<file path="src/rtl/coherence_bus_arbiter_if.sv">
// -----------------------------------------------------------------------------
// coherence_bus_arbiter_if
// Purpose : Bundles the request/response signals between two CPU cache
//           controllers, the unified-memory controller and the coherence bus
//           arbiter.
// Signals : per CPU n (0,1)
//             rm_n, wm_n, inv_n   request lines (read miss, write miss, inval)
//             bico_n[12:0]        block tag of the request
//             found_n             snoop hit reported by that CPU's cache
//             grant_n             CPU n owns the bus
//             cpu_search_n        snoop strobe towards CPU n
//             cpu_datasel_n[1:0]  data source: 00 own, 01 memory, 10 other CPU
//             inval_other_n       invalidate strobe towards CPU n
//           shared
//             u_rdy               unified-memory operation complete
//             boci[12:0]          latched tag of the winning request
//             u_sel               CPU currently routed to unified memory
// Modports: master = requester side (caches + memory), slave = arbiter.
// -----------------------------------------------------------------------------
interface coherence_bus_arbiter_if;
    logic        rm_0;
    logic        wm_0;
    logic        inv_0;
    logic [12:0] bico_0;
    logic        found_0;
    logic        rm_1;
    logic        wm_1;
    logic        inv_1;
    logic [12:0] bico_1;
    logic        found_1;
    logic        u_rdy;

    logic        grant_0;
    logic        cpu_search_0;
    logic [1:0]  cpu_datasel_0;
    logic        inval_other_0;
    logic        grant_1;
    logic        cpu_search_1;
    logic [1:0]  cpu_datasel_1;
    logic        inval_other_1;
    logic [12:0] boci;
    logic        u_sel;

    modport master (
        output rm_0, wm_0, inv_0, bico_0, found_0,
        output rm_1, wm_1, inv_1, bico_1, found_1,
        output u_rdy,
        input  grant_0, cpu_search_0, cpu_datasel_0, inval_other_0,
        input  grant_1, cpu_search_1, cpu_datasel_1, inval_other_1,
        input  boci, u_sel
    );

    modport slave (
        input  rm_0, wm_0, inv_0, bico_0, found_0,
        input  rm_1, wm_1, inv_1, bico_1, found_1,
        input  u_rdy,
        output grant_0, cpu_search_0, cpu_datasel_0, inval_other_0,
        output grant_1, cpu_search_1, cpu_datasel_1, inval_other_1,
        output boci, u_sel
    );
endinterface

</file>
<file path="src/rtl/coherence_bus_arbiter.sv">
// -----------------------------------------------------------------------------
// coherence_bus_arbiter
// Purpose : Arbitrates coherence transactions of two CPU caches. The winner is
//           granted the bus, the other cache is snooped; a remote hit is
//           served cache-to-cache (XFER), a miss goes to unified memory (MEM),
//           and an invalidate request only strobes the other cache (INVAL).
// Ports   : clk    rising-edge clock
//           rst_n  asynchronous active-low reset
//           bus    coherence_bus_arbiter_if.slave (requests in, grants/strobes
//                  /data selects/latched tag out)
// Config  : ARB_RR_EN defined   -> round-robin on simultaneous requests
//           ARB_RR_EN undefined -> fixed priority, CPU0 wins ties
// All outputs are decoded from registers only (state, winner, request kind).
// -----------------------------------------------------------------------------
module coherence_bus_arbiter (
    input  logic                     clk,
    input  logic                     rst_n,
    coherence_bus_arbiter_if.slave   bus
);

    typedef enum logic [2:0] {
        IDLE  = 3'd0,
        SNOOP = 3'd1,
        CHECK = 3'd2,
        XFER  = 3'd3,
        MEM   = 3'd4,
        INVAL = 3'd5,
        DONE  = 3'd6
    } state_t;

    typedef enum logic [1:0] {
        REQ_RM  = 2'd0,
        REQ_WM  = 2'd1,
        REQ_INV = 2'd2
    } req_t;

    state_t      state_q, state_d;
    req_t        kind_q, kind_d;
    logic        winner_q, winner_d;
    logic [12:0] boci_q, boci_d;

    logic [1:0]  req_any;
    logic [1:0]  req_inv;
    logic [1:0]  req_wm;
    logic [1:0]  found_v;
    logic        win_sel;

    assign req_any = {bus.rm_1 | bus.wm_1 | bus.inv_1, bus.rm_0 | bus.wm_0 | bus.inv_0};
    assign req_inv = {bus.inv_1, bus.inv_0};
    assign req_wm  = {bus.wm_1, bus.wm_0};
    assign found_v = {bus.found_1, bus.found_0};

    // ------------------------------------------------------------------
    // Winner selection (only meaningful when at least one CPU requests)
    // ------------------------------------------------------------------
`ifdef ARB_RR_EN
    // ptr_q names the CPU preferred on a tie: the one not granted last.
    logic ptr_q, ptr_d;

    always_comb begin
        if (req_any == 2'b11) begin
            win_sel = ptr_q;
        end else begin
            win_sel = req_any[1];
        end
    end

    always_comb begin
        ptr_d = ptr_q;
        if (state_q == DONE) begin
            ptr_d = ~winner_q;
        end
    end

    always_ff @(posedge clk or negedge rst_n) begin
        if (!rst_n) begin
            ptr_q <= 1'b0;
        end else begin
            ptr_q <= ptr_d;
        end
    end
`else
    // CPU0 wins whenever it requests.
    assign win_sel = ~req_any[0];
`endif

    // ------------------------------------------------------------------
    // State and transaction context registers
    // ------------------------------------------------------------------
    always_ff @(posedge clk or negedge rst_n) begin
        if (!rst_n) begin
            state_q  <= IDLE;
            kind_q   <= REQ_RM;
            winner_q <= 1'b0;
            boci_q   <= 13'd0;
        end else begin
            state_q  <= state_d;
            kind_q   <= kind_d;
            winner_q <= winner_d;
            boci_q   <= boci_d;
        end
    end

    always_comb begin
        state_d  = state_q;
        kind_d   = kind_q;
        winner_d = winner_q;
        boci_d   = boci_q;
        case (state_q)
            IDLE: begin
                if (|req_any) begin
                    winner_d = win_sel;
                    boci_d   = win_sel ? bus.bico_1 : bus.bico_0;
                    if (req_inv[win_sel]) begin
                        kind_d  = REQ_INV;
                        state_d = INVAL;
                    end else begin
                        kind_d  = req_wm[win_sel] ? REQ_WM : REQ_RM;
                        state_d = SNOOP;
                    end
                end
            end
            SNOOP: state_d = CHECK;
            // The non-winner's cache answered the snoop issued last cycle.
            CHECK: state_d = found_v[~winner_q] ? XFER : MEM;
            XFER:  state_d = DONE;
            MEM: begin
                if (bus.u_rdy) begin
                    state_d = DONE;
                end
            end
            INVAL: state_d = DONE;
            DONE:  state_d = IDLE;
            default: state_d = IDLE;
        endcase
    end

    // ------------------------------------------------------------------
    // Moore output decode, one slice per CPU
    // ------------------------------------------------------------------
    logic       active;
    logic [1:0] grant_v;
    logic [1:0] search_v;
    logic [1:0] inval_v;
    logic [1:0] datasel_v [2];

    assign active = (state_q != IDLE) && (state_q != DONE);

    generate
        for (genvar gi = 0; gi < 2; gi++) begin : g_cpu
            localparam logic ID = (gi == 1);
            logic is_winner;
            assign is_winner     = (winner_q == ID);
            assign grant_v[gi]   = active && is_winner;
            assign search_v[gi]  = (state_q == SNOOP) && !is_winner;
            // Only the write-miss flavour of a cache-to-cache transfer
            // invalidates the supplier's copy.
            assign inval_v[gi]   = !is_winner &&
                                   ((state_q == INVAL) ||
                                    ((state_q == XFER) && (kind_q == REQ_WM)));
            assign datasel_v[gi] = !is_winner         ? 2'b00 :
                                   (state_q == XFER)  ? 2'b10 :
                                   (state_q == MEM)   ? 2'b01 : 2'b00;
        end
    endgenerate

    assign bus.grant_0       = grant_v[0];
    assign bus.grant_1       = grant_v[1];
    assign bus.cpu_search_0  = search_v[0];
    assign bus.cpu_search_1  = search_v[1];
    assign bus.inval_other_0 = inval_v[0];
    assign bus.inval_other_1 = inval_v[1];
    assign bus.cpu_datasel_0 = datasel_v[0];
    assign bus.cpu_datasel_1 = datasel_v[1];
    assign bus.boci          = boci_q;
    assign bus.u_sel         = (state_q == MEM) && winner_q;

endmodule

</file>
<file path="src/flat_wrapper.sv">
// flat-port wrapper written by rule: the top's interface ports become plain ports
module coherence_bus_arbiter_flat 
  (clk, rst_n, bus_rm_0, bus_wm_0, bus_inv_0, bus_bico_0, bus_found_0, bus_rm_1, bus_wm_1, bus_inv_1, bus_bico_1, bus_found_1, bus_u_rdy, bus_grant_0, bus_cpu_search_0, bus_cpu_datasel_0, bus_inval_other_0, bus_grant_1, bus_cpu_search_1, bus_cpu_datasel_1, bus_inval_other_1, bus_boci, bus_u_sel);
  coherence_bus_arbiter_if bus_i ();
  input  logic clk;
  input  logic rst_n;
  input wire logic [$bits(bus_i.rm_0)-1:0] bus_rm_0;
  input wire logic [$bits(bus_i.wm_0)-1:0] bus_wm_0;
  input wire logic [$bits(bus_i.inv_0)-1:0] bus_inv_0;
  input wire logic [$bits(bus_i.bico_0)-1:0] bus_bico_0;
  input wire logic [$bits(bus_i.found_0)-1:0] bus_found_0;
  input wire logic [$bits(bus_i.rm_1)-1:0] bus_rm_1;
  input wire logic [$bits(bus_i.wm_1)-1:0] bus_wm_1;
  input wire logic [$bits(bus_i.inv_1)-1:0] bus_inv_1;
  input wire logic [$bits(bus_i.bico_1)-1:0] bus_bico_1;
  input wire logic [$bits(bus_i.found_1)-1:0] bus_found_1;
  input wire logic [$bits(bus_i.u_rdy)-1:0] bus_u_rdy;
  output wire logic [$bits(bus_i.grant_0)-1:0] bus_grant_0;
  output wire logic [$bits(bus_i.cpu_search_0)-1:0] bus_cpu_search_0;
  output wire logic [$bits(bus_i.cpu_datasel_0)-1:0] bus_cpu_datasel_0;
  output wire logic [$bits(bus_i.inval_other_0)-1:0] bus_inval_other_0;
  output wire logic [$bits(bus_i.grant_1)-1:0] bus_grant_1;
  output wire logic [$bits(bus_i.cpu_search_1)-1:0] bus_cpu_search_1;
  output wire logic [$bits(bus_i.cpu_datasel_1)-1:0] bus_cpu_datasel_1;
  output wire logic [$bits(bus_i.inval_other_1)-1:0] bus_inval_other_1;
  output wire logic [$bits(bus_i.boci)-1:0] bus_boci;
  output wire logic [$bits(bus_i.u_sel)-1:0] bus_u_sel;
  assign bus_i.rm_0 = bus_rm_0;
  assign bus_i.wm_0 = bus_wm_0;
  assign bus_i.inv_0 = bus_inv_0;
  assign bus_i.bico_0 = bus_bico_0;
  assign bus_i.found_0 = bus_found_0;
  assign bus_i.rm_1 = bus_rm_1;
  assign bus_i.wm_1 = bus_wm_1;
  assign bus_i.inv_1 = bus_inv_1;
  assign bus_i.bico_1 = bus_bico_1;
  assign bus_i.found_1 = bus_found_1;
  assign bus_i.u_rdy = bus_u_rdy;
  assign bus_grant_0 = bus_i.grant_0;
  assign bus_cpu_search_0 = bus_i.cpu_search_0;
  assign bus_cpu_datasel_0 = bus_i.cpu_datasel_0;
  assign bus_inval_other_0 = bus_i.inval_other_0;
  assign bus_grant_1 = bus_i.grant_1;
  assign bus_cpu_search_1 = bus_i.cpu_search_1;
  assign bus_cpu_datasel_1 = bus_i.cpu_datasel_1;
  assign bus_inval_other_1 = bus_i.inval_other_1;
  assign bus_boci = bus_i.boci;
  assign bus_u_sel = bus_i.u_sel;
  coherence_bus_arbiter u_core (.clk(clk), .rst_n(rst_n), .bus(bus_i));
endmodule
</file>
<file path="config.mk">
export PLATFORM = sky130hd
export DESIGN_NAME = coherence_bus_arbiter_flat
export DESIGN_NICKNAME = d
export VERILOG_FILES = /design/src/rtl/coherence_bus_arbiter_if.sv /design/src/rtl/coherence_bus_arbiter.sv /design/src/flat_wrapper.sv
export SDC_FILE = /design/constraint.sdc
export NUM_CORES = 1
export LEC_CHECK = 0
export ABC_CLOCK_PERIOD_IN_PS = 3300
export BUFFER_PORTS_ARGS = -buffer_cell sky130_fd_sc_hd__buf_2
export CAP_MARGIN = 15
export CORE_ASPECT_RATIO = 0.6
export CORE_MARGIN = 1.5
export CORE_UTILIZATION = 37
export DETAILED_ROUTE_END_ITERATION = 7
export PLACE_DENSITY = 0.68
export SYNTH_ARGS = -nofsm -noshare
export SYNTH_HDL_FRONTEND = slang
export SYNTH_SLANG_ARGS = --single-unit
</file>
<file path="constraint.sdc">
create_clock -name clk -period 3.3 [get_ports clk]
set_clock_uncertainty 0.15 [all_clocks]
set_input_delay 0 -clock clk [delete_from_list [all_inputs] [get_ports clk]]
set_output_delay 0 -clock clk [all_outputs]
set_load 0.01 [all_outputs]
</file>
Word-level counts from Yosys, hierarchy flattened:

Cells that the tools add are included.

* register bits after elaboration: 19
* input bits: 37
* logic and storage cells: 56
* output and inout port bits: 24

* reductions and logical operators: 17
* bitwise gates (word level): 6
* magnitude comparators: 2
* muxes and demuxes: 18
* equal/unequal tests: 9

Operators with widths (number)
* 3-bit one-hot mux with 5 select lines: 1
* 13-bit 2-to-1 mux: 1
* 3-bit 2-to-1 mux: 4
* 1-bit logical AND: 9
* 1-bit 2-to-1 mux: 8
* 2-bit 2-to-1 mux: 4
* 3-bit by 2-bit equality test with 1-bit output, second input constant: 2
* 3-bit equality test, second input constant: 2
* 1-bit by 2-bit less-than comparator with 1-bit output, second input constant: 2
* 1-bit bitwise OR: 4
* 2-bit AND reduction: 2
* 2-bit OR reduction: 2
* 3-bit by 1-bit equality test with 1-bit output, second input constant: 1
* 3-bit logical NOT: 1
* 3-bit != test, second input constant: 1
* 3-bit nonzero test: 1
* 2-bit by 1-bit equality test with 1-bit output, second input constant: 1
* 2-bit by 1-bit != test with 1-bit output, second input constant: 1
* 2-bit != test, second input constant: 1
* 1-bit inverter: 2
* 1-bit logical NOT: 1
* 1-bit logical OR: 1

Depth between registers and ports, before layout:

* word-level depth: 8
* gate-level depth with buffers: 4
* gate-level depth less buffers: 3

Least setup slack after synthesis:

Ideal clock, no wire load.

* path type: register to register
* start point: reg u_core.state_q[1]
* end point: reg u_core.boci_q[10] (netlist: u_core.bus.boci[10])
* clock period less this slack: 1.769 ns
* library setup time: 0.125 ns
* setup slack: 1.531 ns
* arrival: 1.494 ns
* stages on the path, launching flop included: 5
* required time: 3.025 ns
* buffers on the path: 1
* cell sequence: dfrtp_1 -> or3_4 -> a21oi_4 -> buf_12 -> mux2_4

* longest elaborated chain between the ends: 2

RTL lines
* start, declared: line coherence_bus_arbiter.sv:37 `state_t state_q, state_d;`
* start signal, assigned: line coherence_bus_arbiter.sv:97 `state_q <= state_d;`
* 3-bit logical NOT: line coherence_bus_arbiter.sv:109 `case (state_q)`
* 2-bit AND reduction (no source line)
* end signal, assigned: line coherence_bus_arbiter.sv:100 `boci_q <= boci_d;`
* end, declared: line coherence_bus_arbiter.sv:40 `logic [12:0] boci_q, boci_d;`

Every way passes these cells.
A chain may end at the register's enable or synchronous reset.

Final worst setup path:

* start point: in bus_inv_0
* end point: reg u_core.boci_q[9] (netlist: u_core.bus.boci[9])

* longest elaborated chain between the ends: 3
* elaborated cells on any way between the ends: 4
* those cells by class: mux (1); bitwise (1); reduce/logical (2)

RTL lines
* start, declared: line flat_wrapper.sv:9 `input wire logic [$bits(bus_i.inv_0)-1:0] bus_inv_0;`
* 1-bit bitwise OR (*): line coherence_bus_arbiter.sv:48 `assign req_any = {bus.rm_1 | bus.wm_1 | bus.inv_1, bus.rm_0 | bus.wm_0 | bus.inv_0};`
* 2-bit OR reduction: line coherence_bus_arbiter.sv:111 `if (|req_any) begin`
* 2-bit AND reduction (no source line)

Mark *: on every way between the ends. The rest lies on a longest branch, timed or not.

==> summary.md <==
| Metric | Value |
|---|---|
| Data required, critical path | `3.29 ns` |
| # rows | `15` |
| Post-synth ARST share | `100%` |
| # setup viols final | `0` |
| Largest net degree at the start of global routing | `20` |
| Number of global-route vias before repair | `1,017` |
| Vias post-DR | `1,043` |
| Placed cells | `190` |
| Initial Util | `39.3%` |
| Clk_lat worst skew | `0.25 ns` |
| Relative slew slack | `47.6%` |
| Syn nets | `131` |
| Total GRT Usage | `18.2%` |
| DRC viols | `0` |
| Num ports | `61` |
| Area of the core | `2890 um^2` |
| Area contributors post-synth | `dfrtp_1, mux2_2, mux2_4` |
| Die area | `3420 um^2` |
| Top cells by count, synth | `mux2_2, dfrtp_1, mux2_4, nor2_1, nor4b_1` |
| CTS buffer count | `3` |
| Most used DFF post-synth | `dfrtp_1` |
| CTS tree | `yes` |
| Cell Count, Final, Fillers Out | `223` |
| Core Util, Final | `61.7%` |
| Chip width | `74.5 um` |
| Top cell type's share of synthesized area | `41.9%` |
| Setup ws final | `0.758 ns` |
| Clock-pin transition on the worst setup and hold timing paths | `0.07 ns` |
| 1st-pass router iterations | `4` |
| Hold EP | `u_core.bus.boci[1]` |
| Fin nets | `219` |
| Fin. max-slew vios | `0` |
| Antenna Cells | `0` |
| Register area | `475 um^2` |
| Hold Fails Final Rpt | `1` |
| CP max FO | `15` |
| Pwr/cell area | `702 nW/um^2` |
| Multi-input logic area | `604 um^2` |
| Max-cap viol count | `0` |
| Htree depth | `1` |
| Syn_area_per_cell | `12.1 um^2` |
| Worst r2r dst | `u_core.bus.boci[0]` |
| RR Startpoint | `u_core.state_q[1]` |
| DR WL/cell | `13.0 um` |
| RSZ-0062 raised after global routing | `no` |
| Initial antenna violation count | `0` |
| Clk sinks | `19` |
| Place WS | `1.12 ns` |
| Worst min-delay path class | `in2reg` |
| Gpl congestion | `0.773` |
| Clock network power share | `12.5%` |
| FF-to-FF setup slack | `1.12 ns` |
| CTS Buffer Depth | `2` |
| Sequential element share of the synthesized area | `41.9%` |
| Drt initial violations | `29` |
| Internal | `0.000794 W` |
| Synth cell types | `29` |
| Synth Cell Area | `1130 um^2` |
| Critical path class | `in2reg` |
| Leak | `0.851 nW` |
| Status | `complete, but fails checks` |
| Flop and latch count out of synthesis | `19` |
| First-pass GRT wire length | `4.53 mm` |
| Share of layout cells above drive strength 1 | `53.6%` |
| Slew @ Worst Pin | `0.784 ns` |
| Net Sw Frac | `36.6%` |
| Hold-critical path depth | `3` |
| Post-DR vias/cell | `4.68` |
| Setup_tns | `0 ns` |
| Final period utilization | `77.0%` |
| Critical hold path startpoint | `bus_bico_1[1]` |
| Synth Instances | `94` |
| Power share of the sequential group | `37.8%` |
| CP arrival | `2.53 ns` |
| Crit path time final | `2.54 ns` |
| Combinational share of power | `49.7%` |
| Most common cell in the netlist | `mux2_2` |
| Post-DP HPWL | `1.93 mm` |
| Failing checks | `negative hold slack` |
| Yosys top cell by area | `dfrtp_1` |
| WL final | `2.91 mm` |
| Worst setup SP type | `input port` |
| Finished Cell Area | `1780 um^2` |
| P&R area growth vs syn | `57.2%` |
| Switching pwr | `0.000459 W` |
| Fmax | `0.393 GHz` |
| Placed Area | `1450 um^2` |
| Reg2reg path depth | `3` |
| Maximum vdd drop | `320 uV` |
| Worst setup EP type | `register` |
| ANT nets after route | `0` |
| Ys Warns | `0` |
| Die height | `45.9 um` |
| Root buf cell | `clkbuf_8` |
| Remaining global-route overflow | `0` |
| FILL cells | `233` |
| Post-CTS setup buffers | `0` |
| I/O Buffers | `60` |
| Hold slack | `-0.00167 ns` |
| EDFF count, synth | `0` |
-- layout make-up --
cell class                      instances  area share [%]
Clock buffer                            3            2.31
Clock inverter                          1           0.281
Inverter                                4           0.842
Multi-Input combinational cell         65            33.9
Sequential cell                        19            26.6
Tap cell                               42            2.95
Timing Repair Buffer                   89            33.1
-- through the flow --
step | hold slack, ns | power, W
finish | -0.00167 | 0.00125
global route | 0.00231 | 0.00135
global placement | -0.200 | 0.00104
CTS | 0.000546 | 0.00126
detailed placement | -0.181 | 0.00107
floorplan | -0.446 | 0.000884
-- cell families (layout without fill, tap and decap cells) --
| family | Yosys count | in the layout | synth area share, % |
|---|---|---|---|
| muxes | 29 | 29 | 31.0 |
| and+or+nand+nor | 27 | 27 | 16.2 |
| DFF | 19 | 19 | 41.9 |
| buffers and inverters | 10 | 97 | 4.85 |
| AOI/OAI and AO/OA | 9 | 9 | 6.06 |
-- placed cells by master (no fill, tap or decap) --
cell / synthesis / layout
nand2b_1: 1 / 1
or3_4: 1 / 1
nor3_1: 1 / 1
nor4b_1: 5 / 5
mux2_2: 21 / 21
a2bb2oi_1: 1 / 1
o211ai_1: 1 / 1
nor2_1: 7 / 7
nand2_1: 3 / 3
o21ai_0: 1 / 1
o22a_1: 1 / 1
a21oi_4: 1 / 1
dlygate4sd3_1: 0 / 29
a21oi_1: 3 / 3
or3b_2: 1 / 1
inv_1: 4 / 4
o21bai_1: 1 / 1
or2_2: 1 / 1
nor2b_1: 1 / 1
buf_2: 1 / 60
clkbuf_8: 0 / 3
nor4bb_1: 2 / 2
clkinv_2: 0 / 1
nand3_1: 1 / 1
mux2i_1: 1 / 1
nor3b_1: 1 / 1
nor3_4: 1 / 1
mux2_4: 7 / 7
and4b_1: 1 / 1
dfrtp_1: 19 / 19
-- how the worst max path moves through the flow --
stage	startpoint	end	slack, ns	cells past startpoint
2_1_floorplan	u_core.state_q[1]	u_core.bus.boci[10]	1.53	4
6_report	bus_inv_0	u_core.bus.boci[9]	0.76	6
3_5_place_dp	u_core.state_q[1]	u_core.bus.boci[0]	1.12	3
5_1_grt	bus_inv_0	u_core.bus.boci[7]	0.66	6
4_1_cts	bus_inv_0	u_core.bus.boci[4]	0.75	6
3_3_place_gp	u_core.state_q[1]	u_core.kind_q[0]	1.21	3
-- routing by layer --
layer,vias up,global-route usage (%),routed length [um]
li1,515,-,-
met4,0,2.55,10
met5,-,0,0
met3,2,6.19,226
met2,43,31.4,1410
met1,483,23.1,1260
-- power groups by stage --
stage	clock network, W	registers (W)	logic (W)
6_report	0.000157	0.000473	0.000623
5_1_grt	0.000174	0.000495	0.000683
4_1_cts	0.000165	0.000471	0.000626
3_5_place_dp	0	0.000472	0.000595
3_3_place_gp	0	0.000468	0.000576
2_1_floorplan	0	0.000457	0.000427
-- worst max-delay path, cell delays in order --
cell	delay [ns]
dlygate4sd3_1	0.53
buf_2	0.16
nor3_4	0.61
mux2_2	0.41
dlygate4sd3_1	0.56
mux2_4	0.26
-- what timing repair did --
item                                    in CTS  in global routing
hold endpoints to repair                    35                  0
gates resized for setup                      0                  0
hold buffers                                29                  0
endpoints found under the setup margin       0                  0
-- registers in the layout, indices dropped and copies added, names as in the netlist --
| signal | cells |
|---|---|
| u_core.bus.boci | 13 |
| u_core.g_cpu.is_winner | 1 |
| u_core.kind_q | 2 |
| u_core.state_q | 3 |
(Power assumes the default switching activity.)
